[src/rtl/syn_sys_mem_arb_pkg.sv]
// Shared types and helpers for the system-memory arbiter.
// The command struct is sized for the widest supported configuration; the
// top module only uses the low ADDR_W / DATA_W bits of each field.
package syn_sys_mem_arb_pkg;

    localparam int unsigned MAX_AGENTS     = 16;
    localparam int unsigned PTR_W          = 4;
    localparam int unsigned CMD_ADDR_MAX_W = 64;
    localparam int unsigned CMD_DATA_MAX_W = 256;

    typedef struct packed {
        logic                      wren;
        logic                      rden;
        logic [CMD_ADDR_MAX_W-1:0] addr;
        logic [CMD_DATA_MAX_W-1:0] wdata;
    } cmd_t;

    // One-hot round-robin grant: search starts at ptr+1 and wraps modulo n.
    // Passing ptr = n-1 turns this into a fixed lowest-index-first search.
    function automatic logic [MAX_AGENTS-1:0] next_rr_grant(
        input logic [MAX_AGENTS-1:0] req_vec,
        input logic [PTR_W-1:0]      ptr,
        input int unsigned           n
    );
        logic [MAX_AGENTS-1:0] gnt;
        logic                  found;
        logic [PTR_W-1:0]      idx;
        gnt   = '0;
        found = 1'b0;
        for (int unsigned i = 1; i <= MAX_AGENTS; i++) begin
            idx = PTR_W'((32'(ptr) + i) % n);
            if ((i <= n) && !found && req_vec[idx]) begin
                gnt[idx] = 1'b1;
                found    = 1'b1;
            end
        end
        return gnt;
    endfunction

endpackage

[src/rtl/syn_sys_mem_arb_tag_fifo.sv]
// Read-tag FIFO: remembers which agent issued each outstanding read so
// returns can be routed in order.
module syn_sys_mem_arb_tag_fifo #(
    parameter int ID_W  = 2,
    parameter int DEPTH = 8
) (
    input  logic            clk,
    input  logic            rst_n,
    input  logic            i_push,
    input  logic [ID_W-1:0] i_id,
    input  logic            i_pop,
    output logic            o_full,
    output logic            o_empty,
    output logic [ID_W-1:0] o_rd_id
);
    import syn_sys_mem_arb_pkg::*;

    localparam int P_W = $clog2(DEPTH);
    localparam int C_W = P_W + 1;

    logic [ID_W-1:0] r_mem [DEPTH];
    logic [P_W-1:0]  r_wr_ptr;
    logic [P_W-1:0]  r_rd_ptr;
    logic [C_W-1:0]  r_cnt;

    // Tag storage; contents are don't-care until written.
    always_ff @(posedge clk) begin
        if (i_push) r_mem[r_wr_ptr] <= i_id;
    end

    // Pointers wrap naturally because DEPTH is a power of two.
    always_ff @(posedge clk or negedge rst_n) begin
        if (!rst_n) begin
            r_wr_ptr <= '0;
            r_rd_ptr <= '0;
            r_cnt    <= '0;
        end else begin
            if (i_push) r_wr_ptr <= r_wr_ptr + P_W'(1);
            if (i_pop)  r_rd_ptr <= r_rd_ptr + P_W'(1);
            case ({i_push, i_pop})
                2'b10:   r_cnt <= r_cnt + C_W'(1);
                2'b01:   r_cnt <= r_cnt - C_W'(1);
                default: r_cnt <= r_cnt;
            endcase
        end
    end

    assign o_full  = (r_cnt == C_W'(DEPTH));
    assign o_empty = (r_cnt == '0);
    assign o_rd_id = r_mem[r_rd_ptr];

endmodule

[src/rtl/syn_sys_mem_arb.sv]
// N-agent arbiter in front of the single sys_mem controller port.
// Round-robin grant into one registered command slot, read responses routed
// back in order through a tag FIFO.
// Build option: define SYS_MEM_ARB_FIXED_PRIO_EN for fixed priority
// (lowest index wins, no pointer register).
module syn_sys_mem_arb #(
    parameter int NUM_AGENTS   = 4,
    parameter int DATA_W       = 32,
    parameter int ADDR_W       = 27,
    parameter int RD_TAG_DEPTH = 8
) (
    input  logic                         clk,
    input  logic                         rst_n,
    input  logic [NUM_AGENTS-1:0]        agent_wren,
    input  logic [NUM_AGENTS-1:0]        agent_rden,
    input  logic [NUM_AGENTS*ADDR_W-1:0] agent_addr,
    input  logic [NUM_AGENTS*DATA_W-1:0] agent_wdata,
    output logic [NUM_AGENTS-1:0]        agent_rdy,
    output logic [NUM_AGENTS-1:0]        agent_rd_valid,
    output logic [DATA_W-1:0]            agent_rdata,
    input  logic                         cntrlr_rdy,
    output logic                         cntrlr_wren,
    output logic                         cntrlr_rden,
    output logic [ADDR_W-1:0]            cntrlr_addr,
    output logic [DATA_W-1:0]            cntrlr_wdata,
    input  logic                         cntrlr_rd_valid,
    input  logic [DATA_W-1:0]            cntrlr_rdata,
    output logic                         rd_err
);
    import syn_sys_mem_arb_pkg::*;

    localparam int ID_W = $clog2(NUM_AGENTS);

    cmd_t                  r_cmd;
    logic [NUM_AGENTS-1:0] r_rd_valid;
    logic [DATA_W-1:0]     r_rdata;
    logic                  r_rd_err;

    logic [NUM_AGENTS-1:0] w_elig;
    logic [NUM_AGENTS-1:0] w_grant;
    logic [MAX_AGENTS-1:0] w_gnt_full;
    logic [NUM_AGENTS-1:0] w_rd_onehot;
    logic [ID_W-1:0]       w_ptr;
    logic [ID_W-1:0]       w_gid;
    logic [ID_W-1:0]       w_rd_id;
    logic [ADDR_W-1:0]     w_addr;
    logic [DATA_W-1:0]     w_wdata;
    logic                  w_slot_full;
    logic                  w_can_load;
    logic                  w_g_wr;
    logic                  w_g_rd;
    logic                  w_pop;
    logic                  w_fifo_full;
    logic                  w_fifo_empty;
    logic                  w_unused_ok;

    // The slot may reload when empty or when its command is consumed now.
    // A full tag FIFO blocks read-only requesters even if it pops this cycle.
    assign w_slot_full = r_cmd.wren | r_cmd.rden;
    assign w_can_load  = ~w_slot_full | cntrlr_rdy;
    assign w_elig      = agent_wren | (agent_rden & {NUM_AGENTS{~w_fifo_full}});
    assign w_gnt_full  = next_rr_grant(MAX_AGENTS'(w_elig), PTR_W'(w_ptr), NUM_AGENTS);
    assign w_grant     = w_can_load ? w_gnt_full[NUM_AGENTS-1:0] : '0;
    assign agent_rdy   = w_grant;

    // A combined write+read request issues only the write.
    assign w_g_wr = |(w_grant & agent_wren);
    assign w_g_rd = (|(w_grant & agent_rden)) & ~w_g_wr;
    assign w_pop  = cntrlr_rd_valid & ~w_fifo_empty;

    // Mux the granted agent's address/data and decode the returning tag.
    always_comb begin
        w_gid       = '0;
        w_addr      = '0;
        w_wdata     = '0;
        w_rd_onehot = '0;
        for (int i = 0; i < NUM_AGENTS; i++) begin
            if (w_grant[i]) begin
                w_gid   = ID_W'(i);
                w_addr  = agent_addr[i*ADDR_W +: ADDR_W];
                w_wdata = agent_wdata[i*DATA_W +: DATA_W];
            end
            if (w_rd_id == ID_W'(i)) w_rd_onehot[i] = 1'b1;
        end
    end

`ifdef SYS_MEM_ARB_FIXED_PRIO_EN
    assign w_ptr = ID_W'(NUM_AGENTS - 1);
`else
    logic [ID_W-1:0] r_ptr;

    // Round-robin pointer tracks the last granted agent.
    always_ff @(posedge clk or negedge rst_n) begin
        if (!rst_n)         r_ptr <= ID_W'(NUM_AGENTS - 1);
        else if (|w_grant)  r_ptr <= w_gid;
    end

    assign w_ptr = r_ptr;
`endif

    // Command slot: loads the winner, or empties when consumed with no winner.
    always_ff @(posedge clk or negedge rst_n) begin
        if (!rst_n) begin
            r_cmd <= '0;
        end else if (w_can_load) begin
            r_cmd.wren <= w_g_wr;
            r_cmd.rden <= w_g_rd;
            if (|w_grant) begin
                r_cmd.addr  <= CMD_ADDR_MAX_W'(w_addr);
                r_cmd.wdata <= CMD_DATA_MAX_W'(w_wdata);
            end
        end
    end

    // Read-response routing; rdata holds between returns, rd_err is sticky.
    always_ff @(posedge clk or negedge rst_n) begin
        if (!rst_n) begin
            r_rd_valid <= '0;
            r_rdata    <= '0;
            r_rd_err   <= 1'b0;
        end else begin
            r_rd_valid <= w_pop ? w_rd_onehot : '0;
            if (w_pop) r_rdata <= cntrlr_rdata;
            if (cntrlr_rd_valid && w_fifo_empty) r_rd_err <= 1'b1;
        end
    end

    syn_sys_mem_arb_tag_fifo #(
        .ID_W  (ID_W),
        .DEPTH (RD_TAG_DEPTH)
    ) u_tag_fifo (
        .clk     (clk),
        .rst_n   (rst_n),
        .i_push  (w_g_rd),
        .i_id    (w_gid),
        .i_pop   (w_pop),
        .o_full  (w_fifo_full),
        .o_empty (w_fifo_empty),
        .o_rd_id (w_rd_id)
    );

    assign cntrlr_wren    = r_cmd.wren;
    assign cntrlr_rden    = r_cmd.rden;
    assign cntrlr_addr    = r_cmd.addr[ADDR_W-1:0];
    assign cntrlr_wdata   = r_cmd.wdata[DATA_W-1:0];
    assign agent_rd_valid = r_rd_valid;
    assign agent_rdata    = r_rdata;
    assign rd_err         = r_rd_err;

    // Upper struct bits and grant bits beyond NUM_AGENTS are intentionally unused.
    assign w_unused_ok = ^{w_gnt_full, r_cmd};

endmodule

[config.mk]
export PLATFORM = sky130hd
export DESIGN_NAME = syn_sys_mem_arb
export DESIGN_NICKNAME = d
export VERILOG_FILES = /design/src/rtl/syn_sys_mem_arb_pkg.sv /design/src/rtl/syn_sys_mem_arb_tag_fifo.sv /design/src/rtl/syn_sys_mem_arb.sv
export SDC_FILE = /design/constraint.sdc
export NUM_CORES = 1
export LEC_CHECK = 0
export BUFFER_PORTS_ARGS = -buffer_cell sky130_fd_sc_hd__buf_2
export CORE_AREA = 2 2 147 149
export DETAILED_ROUTE_END_ITERATION = 7
export DIE_AREA = 0 0 149 151
export HOLD_SLACK_MARGIN = 0.03
export PLACE_DENSITY = 0.66
export SLEW_MARGIN = 20
export SYNTH_ARGS = -nofsm -noshare
export SYNTH_HDL_FRONTEND = slang
export SYNTH_SLANG_ARGS = --single-unit
[constraint.sdc]
create_clock -name clk -period 5.65 [get_ports clk]
set_input_delay 0.8475 -clock clk [delete_from_list [all_inputs] [get_ports clk]]
set_output_delay 0.8475 -clock clk [all_outputs]
set_load 0.03 [all_outputs]
==> results of run 1 <==
[Yosys cell counts (15+ instances only)]
| master | count |
|---|---|
| sky130_fd_sc_hd__a221oi_1 | 39 |
| sky130_fd_sc_hd__a22o_1 | 23 |
| sky130_fd_sc_hd__a22oi_1 | 22 |
| sky130_fd_sc_hd__buf_2 | 17 |
| sky130_fd_sc_hd__clkbuf_1 | 40 |
| sky130_fd_sc_hd__dfrtp_1 | 108 |
| sky130_fd_sc_hd__edfxtp_1 | 16 |
| sky130_fd_sc_hd__mux2i_1 | 24 |
| sky130_fd_sc_hd__nand2_1 | 150 |
| sky130_fd_sc_hd__nor3_1 | 42 |
| sky130_fd_sc_hd__o21ai_0 | 52 |
| sky130_fd_sc_hd__o21ai_1 | 15 |
| sky130_fd_sc_hd__o31ai_1 | 39 |
[layer usage]
metal	global-route usage (%)	vias up	routed length [µm]
li1	-	3417	-
met1	25.8	3301	9770
met2	37.0	325	12500
met3	6.17	51	2020
met4	7.48	4	605
met5	0	-	27
[worst max-delay path, delay by kind of cell (launching register included)]
kind / cells / cell delay [ns]
AND/OR/NAND/NOR: 2 / 0.35
flip-flops: 1 / 0.69
AO/OA/AOI/OAI: 3 / 0.70
adder cells (fa/ha/maj): 1 / 0.45
multiplexers: 1 / 0.38
buffers and inverters: 3 / 0.72
[layout by cell type (no fill, tap or decap), types with 4 or more instances in the layout]
cell type / netlist / routed
sky130_fd_sc_hd__a211oi_1: 10 / 10
sky130_fd_sc_hd__a21o_1: 7 / 7
sky130_fd_sc_hd__a21oi_1: 8 / 7
sky130_fd_sc_hd__a221oi_1: 39 / 39
sky130_fd_sc_hd__a22o_1: 23 / 23
sky130_fd_sc_hd__a22oi_1: 22 / 22
sky130_fd_sc_hd__a31oi_1: 5 / 4
sky130_fd_sc_hd__buf_2: 17 / 380
sky130_fd_sc_hd__buf_4: 1 / 10
sky130_fd_sc_hd__clkbuf_16: 0 / 17
sky130_fd_sc_hd__clkinv_8: 0 / 5
sky130_fd_sc_hd__dfrtp_1: 108 / 108
sky130_fd_sc_hd__edfxtp_1: 16 / 16
sky130_fd_sc_hd__ha_1: 13 / 13
sky130_fd_sc_hd__inv_1: 13 / 13
sky130_fd_sc_hd__mux2i_1: 24 / 24
sky130_fd_sc_hd__mux4_2: 8 / 8
sky130_fd_sc_hd__nand2_1: 150 / 150
sky130_fd_sc_hd__nor2_1: 12 / 11
sky130_fd_sc_hd__nor3_1: 42 / 42
sky130_fd_sc_hd__nor4b_1: 4 / 4
sky130_fd_sc_hd__o21ai_0: 52 / 52
sky130_fd_sc_hd__o21ai_1: 15 / 13
sky130_fd_sc_hd__o31ai_1: 39 / 39
sky130_fd_sc_hd__xnor2_1: 5 / 5
sky130_fd_sc_hd__xor2_1: 4 / 4
[cells by family after synthesis]
family,after synthesis,share of synthesized area [%]
muxes,35,6.54
buffers and inverters,73,4.31
DFF,126,46.6
adders and majority gates,13,2.34
AOI/OAI and AO/OA,240,25.1
xor gates and xnor gates,9,1.14
and+or+nand+nor,224,13.9
[final cells by class]
cell class                      instances  area share [%]
Inverter                               14           0.539
Sequential cell                       126            33.2
Antenna cell                            1          0.0257
Timing Repair Buffer                  393            21.0
Multi-Input combinational cell        521            35.5
Clock buffer                           17            4.36
Clock inverter                         15            1.80
Tap cell                              275            3.53
[sequential cells by signal, summed over array words and instances (netlist names)]
name,flops
agent_rd_valid,4
agent_rdata,32
cntrlr_addr,27
cntrlr_rden,1
cntrlr_wdata,32
cntrlr_wren,1
r_ptr,2
rd_err,1
u_tag_fifo.r_cnt,4
u_tag_fifo.r_mem,16
u_tag_fifo.r_rd_ptr,3
u_tag_fifo.r_wr_ptr,3
[worst paths after layout]
kind / start / endpoint / slack [ns]
worst min register to register: agent_rdata[28] / agent_rdata[28] / 0.47
worst max register to register: u_tag_fifo.r_cnt[1] / u_tag_fifo.r_cnt[2] / 1.10
worst max-delay path: r_ptr[0] / agent_rdy[3] / 1.09
max in group asynchronous: rst_n / cntrlr_addr[0] / 4.01
worst min-delay path: agent_rdata[28] / agent_rdata[28] / 0.47
min in group asynchronous: rst_n / agent_rdata[29] / 0.54
[report_power, final]
part           switching, mW  leakage, nW  internal (mW)  total, mW
registers              0.259         1.47           1.38       1.64
clock network          0.486        0.288          0.593       1.08
logic                   2.90         2.98           1.53       4.42
total                   3.64         4.73           3.50       7.14
[metrics by stage]
stage | hold slack, ns | worst slack (ns) | cell area, µm² | total power, mW | utilization, %
after floorplan | 0.455 | 1.26 | 6940 | 4.75 | -
after global placement | 0.441 | 1.23 | 9090 | 5.99 | 43.7
after detailed placement | 0.458 | 1.15 | 9090 | 6.06 | 43.7
after CTS | 0.473 | 1.07 | 9700 | 7.15 | 46.6
after global routing | 0.485 | 0.803 | 9750 | 7.69 | 46.8
final | 0.467 | 1.09 | 9750 | 7.14 | 46.8
==> results.json, run 1 <==
{
  "status": "completed",
  "instances_no_fill": 1362,
  "clk_pin_slew_ns": 0.06,
  "timing.critical_path.fanout_max": 40,
  "gp_congestion": 0.904,
  "clock_tree_from_tritoncts": "done",
  "cell_count_after_synthesis": 720,
  "post-route-period-util_pct": 80.7,
  "setup_repair_after_global_routing_missed_its_margin": "false",
  "drive_gt1_share_pct": 41.5,
  "finalCriticalPeriod_ns": 4.56,
  "synth_enable_flop_cells": 16,
  "cts-htree-levels": 4,
  "synth.avg_cell_area_um2": 9.64,
  "cts_setup_buffers": 0,
  "crit_end_element": "output pin",
  "cts_hold_buf": 0,
  "place_inst": 1327,
  "die_area_um2": 22500,
  "grt_start_max_net_pins": 71,
  "hpwl_um": 18700,
  "syn_nets": 1013,
  "grtUsageTotal_pct": 21.5,
  "cts-resized-gates": 0,
  "synth-async-reset-ratio_pct": 87.3,
  "yosysWarnings": 0,
  "area_growth_pct": 40.5,
  "route.vias.total": 7098,
  "leading_cell_types_by_total_area_after_synthesis": "sky130_fd_sc_hd__dfrtp_1 (39%), sky130_fd_sc_hd__nand2_1 (8.1%), sky130_fd_sc_hd__edfxtp_1 (6.9%), sky130_fd_sc_hd__a221oi_1 (4.9%), sky130_fd_sc_hd__o31ai_1 (4.2%)",
  "route.final.wire_length_um": 24900,
  "yosys.area.top_type": "sky130_fd_sc_hd__dfrtp_1",
  "yosysTopAreaCellShare_pct": 38.9,
  "die_width_um": 149,
  "timing.max_cap.violations": 0,
  "drc_errors": 0,
  "ys_dominant_reg_cell": "sky130_fd_sc_hd__dfrtp_1",
  "globalRoute.totalOverflow": 0,
  "setup_violations": 0,
  "final.fill_count": 2053,
  "mappedNetlistArea_um2": 6940,
  "slew_headroom_pct": 40.8,
  "cts-buffers-inserted": 17,
  "post_drt_wl_per_cell_um": 18.3,
  "synth_sequential_area_ratio_pct": 46.6,
  "number_of_global_route_vias_before_repair": 6810,
  "timing.critical_path.from_type": "flop",
  "cp.arrival_ns": 3.71,
  "grt_pass1_wl_um": 37300,
  "io-pin-count": 382,
  "cts-root-buf": "sky130_fd_sc_hd__clkbuf_16",
  "fin_nets": 1366,
  "drt_iter0_drc": 496,
  "drt.antenna.violating_nets": 0,
  "netlist-cell-type-count": 58,
  "regArea_um2": 3240,
  "cts_num_sinks": 126,
  "timing.critical_path.required_ns": 4.80,
  "p_per_area_nw_per_um2": 732,
  "timing.hold.worst.class": "reg2reg",
  "crit_slowest_cell": "sky130_fd_sc_hd__dfstp_2",
  "insertion_delay_ns": 0.43,
  "path_class": "reg2out",
  "max-clock-path-buffers": 2,
  "floorplan.rows": 53,
  "drt-pass1-iter-count": 5,
  "critical-path-max-stage-delay_ns": 0.69,
  "timing_max_transition_violations_final": 0,
  "vdd_ir_drop_max_uv": 331,
  "cellLeakagePower_nw": 4.73,
  "coreArea_um2": 20800,
  "min_path_cells": 2,
  "tightest_slew_ns": 0.888,
  "cell_by_cell_trace_of_the_critical_path": "inv_1 -> ha_1 -> a211oi_1 -> a211o_1 -> nand2_1 -> mux2i_1 -> a31oi_4 -> buf_4 -> nor2_2 -> buf_2",
  "antenna_found_initial": 4,
  "via_density_per_instance": 5.21,
  "finalHoldViolCount": 0,
  "die_h_um": 151,
  "synth-seq-cells": 126,
  "setup-tns-final_ns": 0,
  "port_buffer_count": 381,
  "worstRegToRegCells": 15,
  "clock-skew-final_ns": 0.0127,
  "start_util_pct": 33.3,
  "multi_input_area_um2": 3470,
  "clock.fmax_ghz": 0.219
}
No activity file was read; power rests on OpenSTA's default activity.
==> run 2, diff against run 1 <==
--- a/config.mk
+++ b/config.mk
@@ -5,12 +5,13 @@
 export SDC_FILE = /design/constraint.sdc
 export NUM_CORES = 1
 export LEC_CHECK = 0
+export ABC_AREA = 1
 export BUFFER_PORTS_ARGS = -buffer_cell sky130_fd_sc_hd__buf_2
-export CORE_AREA = 2 2 147 149
+export CORE_AREA = 2 2 146 148
 export DETAILED_ROUTE_END_ITERATION = 7
-export DIE_AREA = 0 0 149 151
+export DIE_AREA = 0 0 148 150
 export HOLD_SLACK_MARGIN = 0.03
-export PLACE_DENSITY = 0.66
+export PLACE_DENSITY = 0.73
 export SLEW_MARGIN = 20
 export SYNTH_ARGS = -nofsm -noshare
 export SYNTH_HDL_FRONTEND = slang
==> constraint.sdc (replaced) <==
create_clock -name clk -period 3.93 [get_ports clk]
set_input_delay 0.5895 -clock clk [delete_from_list [all_inputs] [get_ports clk]]
set_output_delay 0.5895 -clock clk [all_outputs]
set_load 0.03 [all_outputs]
==> results.json, run 2 <==
{
  "status": "completed",
  "synth.most_common_cell": "sky130_fd_sc_hd__nand2_1",
  "clock_tree_from_tritoncts": "done",
  "post_drt_wl_per_cell_um": 15.8,
  "cellLeakagePower_nw": 5.96,
  "cp.arrival_ns": 3.11,
  "synth.avg_cell_area_um2": 6.86,
  "power_frac_clock_pct": 12.5,
  "yosysWarnings": 0,
  "die_area_um2": 22200,
  "setup-tns-final_ns": 0,
  "number_of_global_route_vias_before_repair": 7793,
  "netSwitchingPower_mw": 6.47,
  "finalHoldViolCount": 0,
  "slew_headroom_pct": 38.0,
  "ys_dominant_reg_cell": "sky130_fd_sc_hd__dfrtp_1",
  "synth_sequential_area_ratio_pct": 42.4,
  "timing_max_transition_violations_final": 0,
  "yosysTopAreaCellShare_pct": 35.5,
  "timing.critical_path.required_ns": 3.34,
  "mappedNetlistArea_um2": 7620,
  "io-pin-count": 382,
  "via_density_per_instance": 4.84,
  "place_inst": 1723,
  "leading_cell_types_by_total_area_after_synthesis": "sky130_fd_sc_hd__dfrtp_1 (35%), sky130_fd_sc_hd__nand2_1 (25%), sky130_fd_sc_hd__nand3_1 (7.6%), sky130_fd_sc_hd__edfxtp_1 (6.3%), sky130_fd_sc_hd__nor2_1 (3.8%)",
  "grt_start_max_net_pins": 73,
  "netlist_top_cells_count": "sky130_fd_sc_hd__nand2_1 (517), sky130_fd_sc_hd__nand3_1 (116), sky130_fd_sc_hd__dfrtp_1 (108)",
  "vdd_ir_drop_max_uv": 790,
  "hpwl_um": 20900,
  "fin_nets": 1761,
  "globalRoute.totalOverflow": 0,
  "timing.critical_path.fanout_max": 22,
  "gp_congestion": 0.928,
  "cts-root-buf": "sky130_fd_sc_hd__clkbuf_16",
  "post-route-period-util_pct": 94.2,
  "route.final.wire_length_um": 27900,
  "clock.fmax_ghz": 0.270,
  "die_h_um": 150,
  "instances_no_fill": 1762,
  "syn_nets": 1404,
  "tightest_slew_ns": 0.930,
  "grt_pass1_wl_um": 41800,
  "synth_enable_flop_cells": 16,
  "seqPwrFrac_pct": 19.9,
  "clk_pin_slew_ns": 0.06,
  "drt_iter0_drc": 448,
  "coreArea_um2": 20700,
  "drc_errors": 0,
  "cell_count_after_synthesis": 1111,
  "drt-pass1-iter-count": 6,
  "timing.hold.worst.class": "in2async",
  "worst_hold_slack_ns": 0.292,
  "timing.final.ws_setup_ns": 0.228,
  "synth-async-reset-ratio_pct": 87.3,
  "antenna_found_initial": 6,
  "most-common-layout-cells": "sky130_fd_sc_hd__nand2_1 (517), sky130_fd_sc_hd__buf_2 (380), sky130_fd_sc_hd__nand3_1 (116)",
  "port_buffer_count": 381,
  "start_util_pct": 36.8,
  "crit_end_element": "output pin",
  "cts_num_sinks": 126,
  "drt.antenna.violating_nets": 0,
  "finalCriticalPeriod_ns": 3.70,
  "p_per_area_nw_per_um2": 1150,
  "insertion_delay_ns": 0.42,
  "timing.max_cap.violations": 0,
  "power_frac_comb_pct": 67.6,
  "place_worst_setup_slack_ns": 0.235,
  "floorplan.rows": 53,
  "cts-buffers-inserted": 17,
  "die_width_um": 148,
  "netlist-cell-type-count": 30,
  "clock-skew-final_ns": 0.00945,
  "path_class": "reg2out",
  "yosys.area.top_type": "sky130_fd_sc_hd__dfrtp_1",
  "synth-seq-cells": 126,
  "power_report.internal_total_mw": 5.38,
  "max-clock-path-buffers": 2,
  "drive_gt1_share_pct": 32.5,
  "area_growth_pct": 35.4,
  "route.vias.total": 8535,
  "net_sw_share_pct": 54.6,
  "layout_commonest_cell": "sky130_fd_sc_hd__nand2_1",
  "timing.critical_path.from_type": "flop",
  "cts-htree-levels": 4,
  "setup_violations": 0,
  "grtUsageTotal_pct": 24.3
}
run 2: final timing paths:
kind	slack [ns]	startpoint	cells after the start	to
max in group asynchronous	2.83	rst_n	2	r_ptr[0]
setup reg to reg	0.44	r_ptr[0]	21	u_tag_fifo.r_cnt[2]
min in group clk	0.37	cntrlr_rdata[3]	3	agent_rdata[3]
hold reg to reg	0.47	agent_rdata[25]	2	agent_rdata[25]
setup / recovery	0.23	r_ptr[0]	12	agent_rdy[3]
hold / removal	0.29	rst_n	1	agent_rdata[1]
run 2: layout make-up:
cell class / count / area, µm²
repair buffers: 398 / 2090
clock inverters: 13 / 116
multi-input cells: 850 / 3800
well taps: 275 / 344
diodes: 6 / 15.0
inverters: 75 / 284
flip-flops and latches: 126 / 3240
fillers: 2065 / 10400
clock buffers: 19 / 433
run 2: power groups by stage:
stage	Combinational (mW)	Clock, mW	Sequential (mW)
global placement	7.83	0	2.35
CTS	8.00	1.52	2.35
detailed placement	8.00	0	2.36
finish	8.01	1.49	2.36
floorplan	5.26	0	3.07
global route	8.94	1.58	2.41
run 2: critical path, stage by stage, from the launching register on:
cell and delay (ns):
sky130_fd_sc_hd__dfstp_2 0.63, sky130_fd_sc_hd__inv_1 0.17, sky130_fd_sc_hd__ha_1 0.37, sky130_fd_sc_hd__inv_1 0.08
sky130_fd_sc_hd__nand3_1 0.09, sky130_fd_sc_hd__nand2_1 0.13, sky130_fd_sc_hd__nor2_2 0.19, sky130_fd_sc_hd__nand3_1 0.11
sky130_fd_sc_hd__nand3_2 0.17, sky130_fd_sc_hd__nand2_2 0.09, sky130_fd_sc_hd__buf_4 0.26, sky130_fd_sc_hd__inv_2 0.16
sky130_fd_sc_hd__buf_2 0.22
run 2: kinds of logic after synthesis:
logic type | synth area share (%)
AND/OR/NAND/NOR | 44.5
buffers and inverters | 7.89
flip-flops | 42.4
AO/OA/AOI/OAI | 2.23
adder cells (fa/ha/maj) | 2.13
XOR/XNOR | 0.804
run 2: what timing repair did:
item | in CTS | in global routing
endpoints found under the setup margin | 0 | 33
hold buffers | 0 | 0
buffers inserted | 0 | 1
gates resized for setup | 0 | 1
run 2: per-stage QoR:
step	power (mW)	area (µm²)	utilization, %
floorplan	8.33	7620	-
global placement	10.2	9740	47.1
detailed placement	10.4	9740	47.1
CTS	11.9	10300	49.7
global route	12.9	10300	49.9
finish	11.9	10300	49.9
run 2: metal layers:
metal  track usage [%]  up-vias  part of all wire, %
li1                  -     4213                    -
met1              30.1     3843                   40
met2              39.9      416                   49
met3              5.73       63                  7.4
met4              11.9        0                  3.6
met5                 0        -                    0
==> run 3, diff against run 2 <==
--- a/config.mk
+++ b/config.mk
@@ -7,12 +7,14 @@
 export LEC_CHECK = 0
 export ABC_AREA = 1
 export BUFFER_PORTS_ARGS = -buffer_cell sky130_fd_sc_hd__buf_2
-export CORE_AREA = 2 2 146 148
+export CORE_AREA = 2 2 147 149
+export CTS_CLUSTER_DIAMETER = 80
 export DETAILED_ROUTE_END_ITERATION = 7
-export DIE_AREA = 0 0 148 150
+export DIE_AREA = 0 0 149 151
 export HOLD_SLACK_MARGIN = 0.03
-export PLACE_DENSITY = 0.73
+export PLACE_DENSITY = 0.76
 export SLEW_MARGIN = 20
 export SYNTH_ARGS = -nofsm -noshare
 export SYNTH_HDL_FRONTEND = slang
+export SYNTH_HIERARCHICAL = 1
 export SYNTH_SLANG_ARGS = --single-unit
==> constraint.sdc (replaced) <==
create_clock -name clk -period 3.93 [get_ports clk]
set_input_delay 0.5895 -clock clk [delete_from_list [all_inputs] [get_ports clk]]
set_output_delay 0.5895 -clock clk [all_outputs]
set_load 0.01 [all_outputs]
==> results.json, run 3 <==
{
  "report.power.total_mw": 12.1,
  "die_area_um2": 22500,
  "grtUsageTotal_pct": 23.7,
  "synth-seq-cells": 126,
  "synth.most_common_cell": "sky130_fd_sc_hd__nand2_1",
  "clock-skew-final_ns": 0.00992,
  "ys_dominant_reg_cell": "sky130_fd_sc_hd__dfrtp_1",
  "clk_pin_slew_ns": 0.06,
  "yosys.area.top_type": "sky130_fd_sc_hd__dfrtp_1",
  "hpwl_um": 20700,
  "clock_tree_from_tritoncts": "done",
  "critical-path-max-stage-delay_ns": 0.59,
  "slew_headroom_pct": 39.8,
  "post_drt_wl_per_cell_um": 14.4,
  "grt_start_max_net_pins": 71,
  "cts-htree-levels": 4,
  "area_growth_pct": 32.9,
  "place_worst_setup_slack_ns": 0.279,
  "port_buffer_count": 381,
  "antenna_found_initial": 5,
  "setup_violations": 0,
  "p_per_area_nw_per_um2": 1090,
  "yosysTopAreaCellShare_pct": 32.4,
  "die_h_um": 151,
  "start_util_pct": 40.0,
  "most-common-layout-cells": "sky130_fd_sc_hd__nand2_1 (514), sky130_fd_sc_hd__buf_2 (380), sky130_fd_sc_hd__inv_1 (146)",
  "synth.avg_cell_area_um2": 6.52,
  "syn_nets": 1572,
  "floorplan.rows": 53,
  "cellLeakagePower_nw": 6.67,
  "timing_max_transition_violations_final": 0,
  "grt_pass1_wl_um": 41900,
  "finalCriticalPeriod_ns": 3.66,
  "finalHoldViolCount": 0,
  "tightest_slew_ns": 0.903,
  "timing.max_cap.violations": 0,
  "cp-startpoint": "r_ptr[1]",
  "drc_errors": 0,
  "cts_num_sinks": 126,
  "netlist-cell-type-count": 32,
  "layout_commonest_cell": "sky130_fd_sc_hd__nand2_1",
  "synth-async-reset-ratio_pct": 87.3,
  "timing.critical_path.fanout_max": 5,
  "max-clock-path-buffers": 2,
  "path_class": "reg2reg",
  "netlist_top_cells_count": "sky130_fd_sc_hd__nand2_1 (514), sky130_fd_sc_hd__inv_1 (148), sky130_fd_sc_hd__nor2_1 (139)",
  "route.final.wire_length_um": 27700,
  "cts-buffers-inserted": 17,
  "yosysWarnings": 6,
  "drt_iter0_drc": 553,
  "drt-pass1-iter-count": 6,
  "drive_gt1_share_pct": 31.7,
  "cts-root-buf": "sky130_fd_sc_hd__clkbuf_16",
  "io-pin-count": 382,
  "cell_by_cell_trace_of_the_critical_path": "clkinvlp_4 -> ha_4 -> inv_1 -> nand3_1 -> nand2_1 -> nor2_4 -> nand3_1 -> nand3_1 -> nand2_1 -> o21ai_0 -> nor2_1 -> nand2_1 -> inv_1 -> inv_1 -> ha_1 -> inv_1 -> nand2_1 -> nand2_2 -> ha_1 -> a21oi_1 -> xor2_1 -> o21ai_1",
  "r2r_path_start": "r_ptr[1]",
  "die_width_um": 149,
  "route.vias.total": 9199,
  "insertion_delay_ns": 0.41,
  "post-route-period-util_pct": 93.3,
  "cp.arrival_ns": 3.96,
  "crit_slowest_cell": "sky130_fd_sc_hd__dfstp_2",
  "timing.hold.worst.class": "in2async",
  "leading_cell_types_by_total_area_after_synthesis": "sky130_fd_sc_hd__dfrtp_1 (32%), sky130_fd_sc_hd__nand2_1 (23%), sky130_fd_sc_hd__inv_1 (6.7%), sky130_fd_sc_hd__nor2_1 (6.3%), sky130_fd_sc_hd__edfxtp_1 (5.8%)",
  "final.fill_count": 2077,
  "cell_count_after_synthesis": 1279,
  "clock.fmax_ghz": 0.273,
  "timing.critical_path.from_type": "flop",
  "mappedNetlistArea_um2": 8330,
  "crit_end_element": "flop",
  "timing.critical_path.required_ns": 4.22,
  "synth_sequential_area_ratio_pct": 38.8,
  "globalRoute.totalOverflow": 0,
  "status": "completed",
  "coreArea_um2": 20800,
  "gp_congestion": 0.941,
  "fin_nets": 1926,
  "timing.final.ws_setup_ns": 0.265,
  "via_density_per_instance": 4.78,
  "vdd_ir_drop_max_uv": 818,
  "number_of_global_route_vias_before_repair": 8339,
  "cts_hold_buf": 0,
  "synth_enable_flop_cells": 16,
  "drt.antenna.violating_nets": 0
}
==> run 3: logic make-up after synthesis <==
kind of cell	Yosys count	share of synthesized area (%)
adder cells (fa/ha/maj)	13	1.95
XOR/XNOR	6	0.631
AND/OR/NAND/NOR	886	46.0
AO/OA/AOI/OAI	23	1.47
flip-flops	126	38.8
buffers and inverters	225	11.2
==> run 3: through the flow <==
stage                     hold slack [ns]  TNS, ns  cells  utilization [%]  area [µm²]
final                               0.298        0   1924             53.2       11100
after global routing                0.376  -0.0575   1922             53.2       11100
after CTS                           0.332        0   1916             52.8       11000
after detailed placement            0.456        0   1884             50.0       10400
after global placement              0.442        0   1884             50.0       10400
after floorplan                     0.294        0   1279                -        8330
==> run 3: cell type report <==
cell class / instances / area (µm²) / area share (%)
antenna: 3 / 7.51 / 0.0678
clock inverter: 12 / 134 / 1.21
multi-input combinational: 928 / 4200 / 37.9
sequential: 126 / 3240 / 29.2
tap: 275 / 344 / 3.11
inverter: 156 / 589 / 5.32
timing repair buffer: 404 / 2110 / 19.0
clock buffer: 20 / 458 / 4.14
==> run 3: worst paths after layout <==
check	cells past startpoint	endpoint	slack, ns
setup / recovery	22	u_tag_fifo/r_cnt[2]	0.27
hold / removal	1	u_tag_fifo/r_cnt[2]	0.30
setup reg to reg	22	u_tag_fifo/r_cnt[2]	0.27
hold reg to reg	1	rd_err	0.47
max in group asynchronous	2	cntrlr_wdata[24]	2.71
min in group clk	3	agent_rdata[6]	0.38
==> run 3: layer usage <==
layer,track usage [%],up-vias,part of all wire [%]
li1,-,4627,-
met1,28.6,4109,41
met2,42.0,398,50
met3,4.46,59,6.6
met4,9.14,6,2.7
met5,0,-,0.13
==> run 3: power by group <==
group,switching (mW),internal [mW],total [mW]
clock,0.609,0.976,1.58
combinational,5.38,2.78,8.16
sequential,0.328,2.01,2.34
==> run 3: worst max-delay path: cells and delay by family, from the launching register on <==
kind | cells | cell delay [ns]
flip-flops | 1 | 0.59
XOR/XNOR | 1 | 0.15
AO/OA/AOI/OAI | 3 | 0.44
buffers and inverters | 5 | 0.52
adder cells (fa/ha/maj) | 3 | 0.70
AND/OR/NAND/NOR | 10 | 1.15
==> run 3: timing repair <==
item	in CTS	in global routing
gates resized for setup	0	4
setup buffers	0	5
endpoints found under the setup margin	0	41
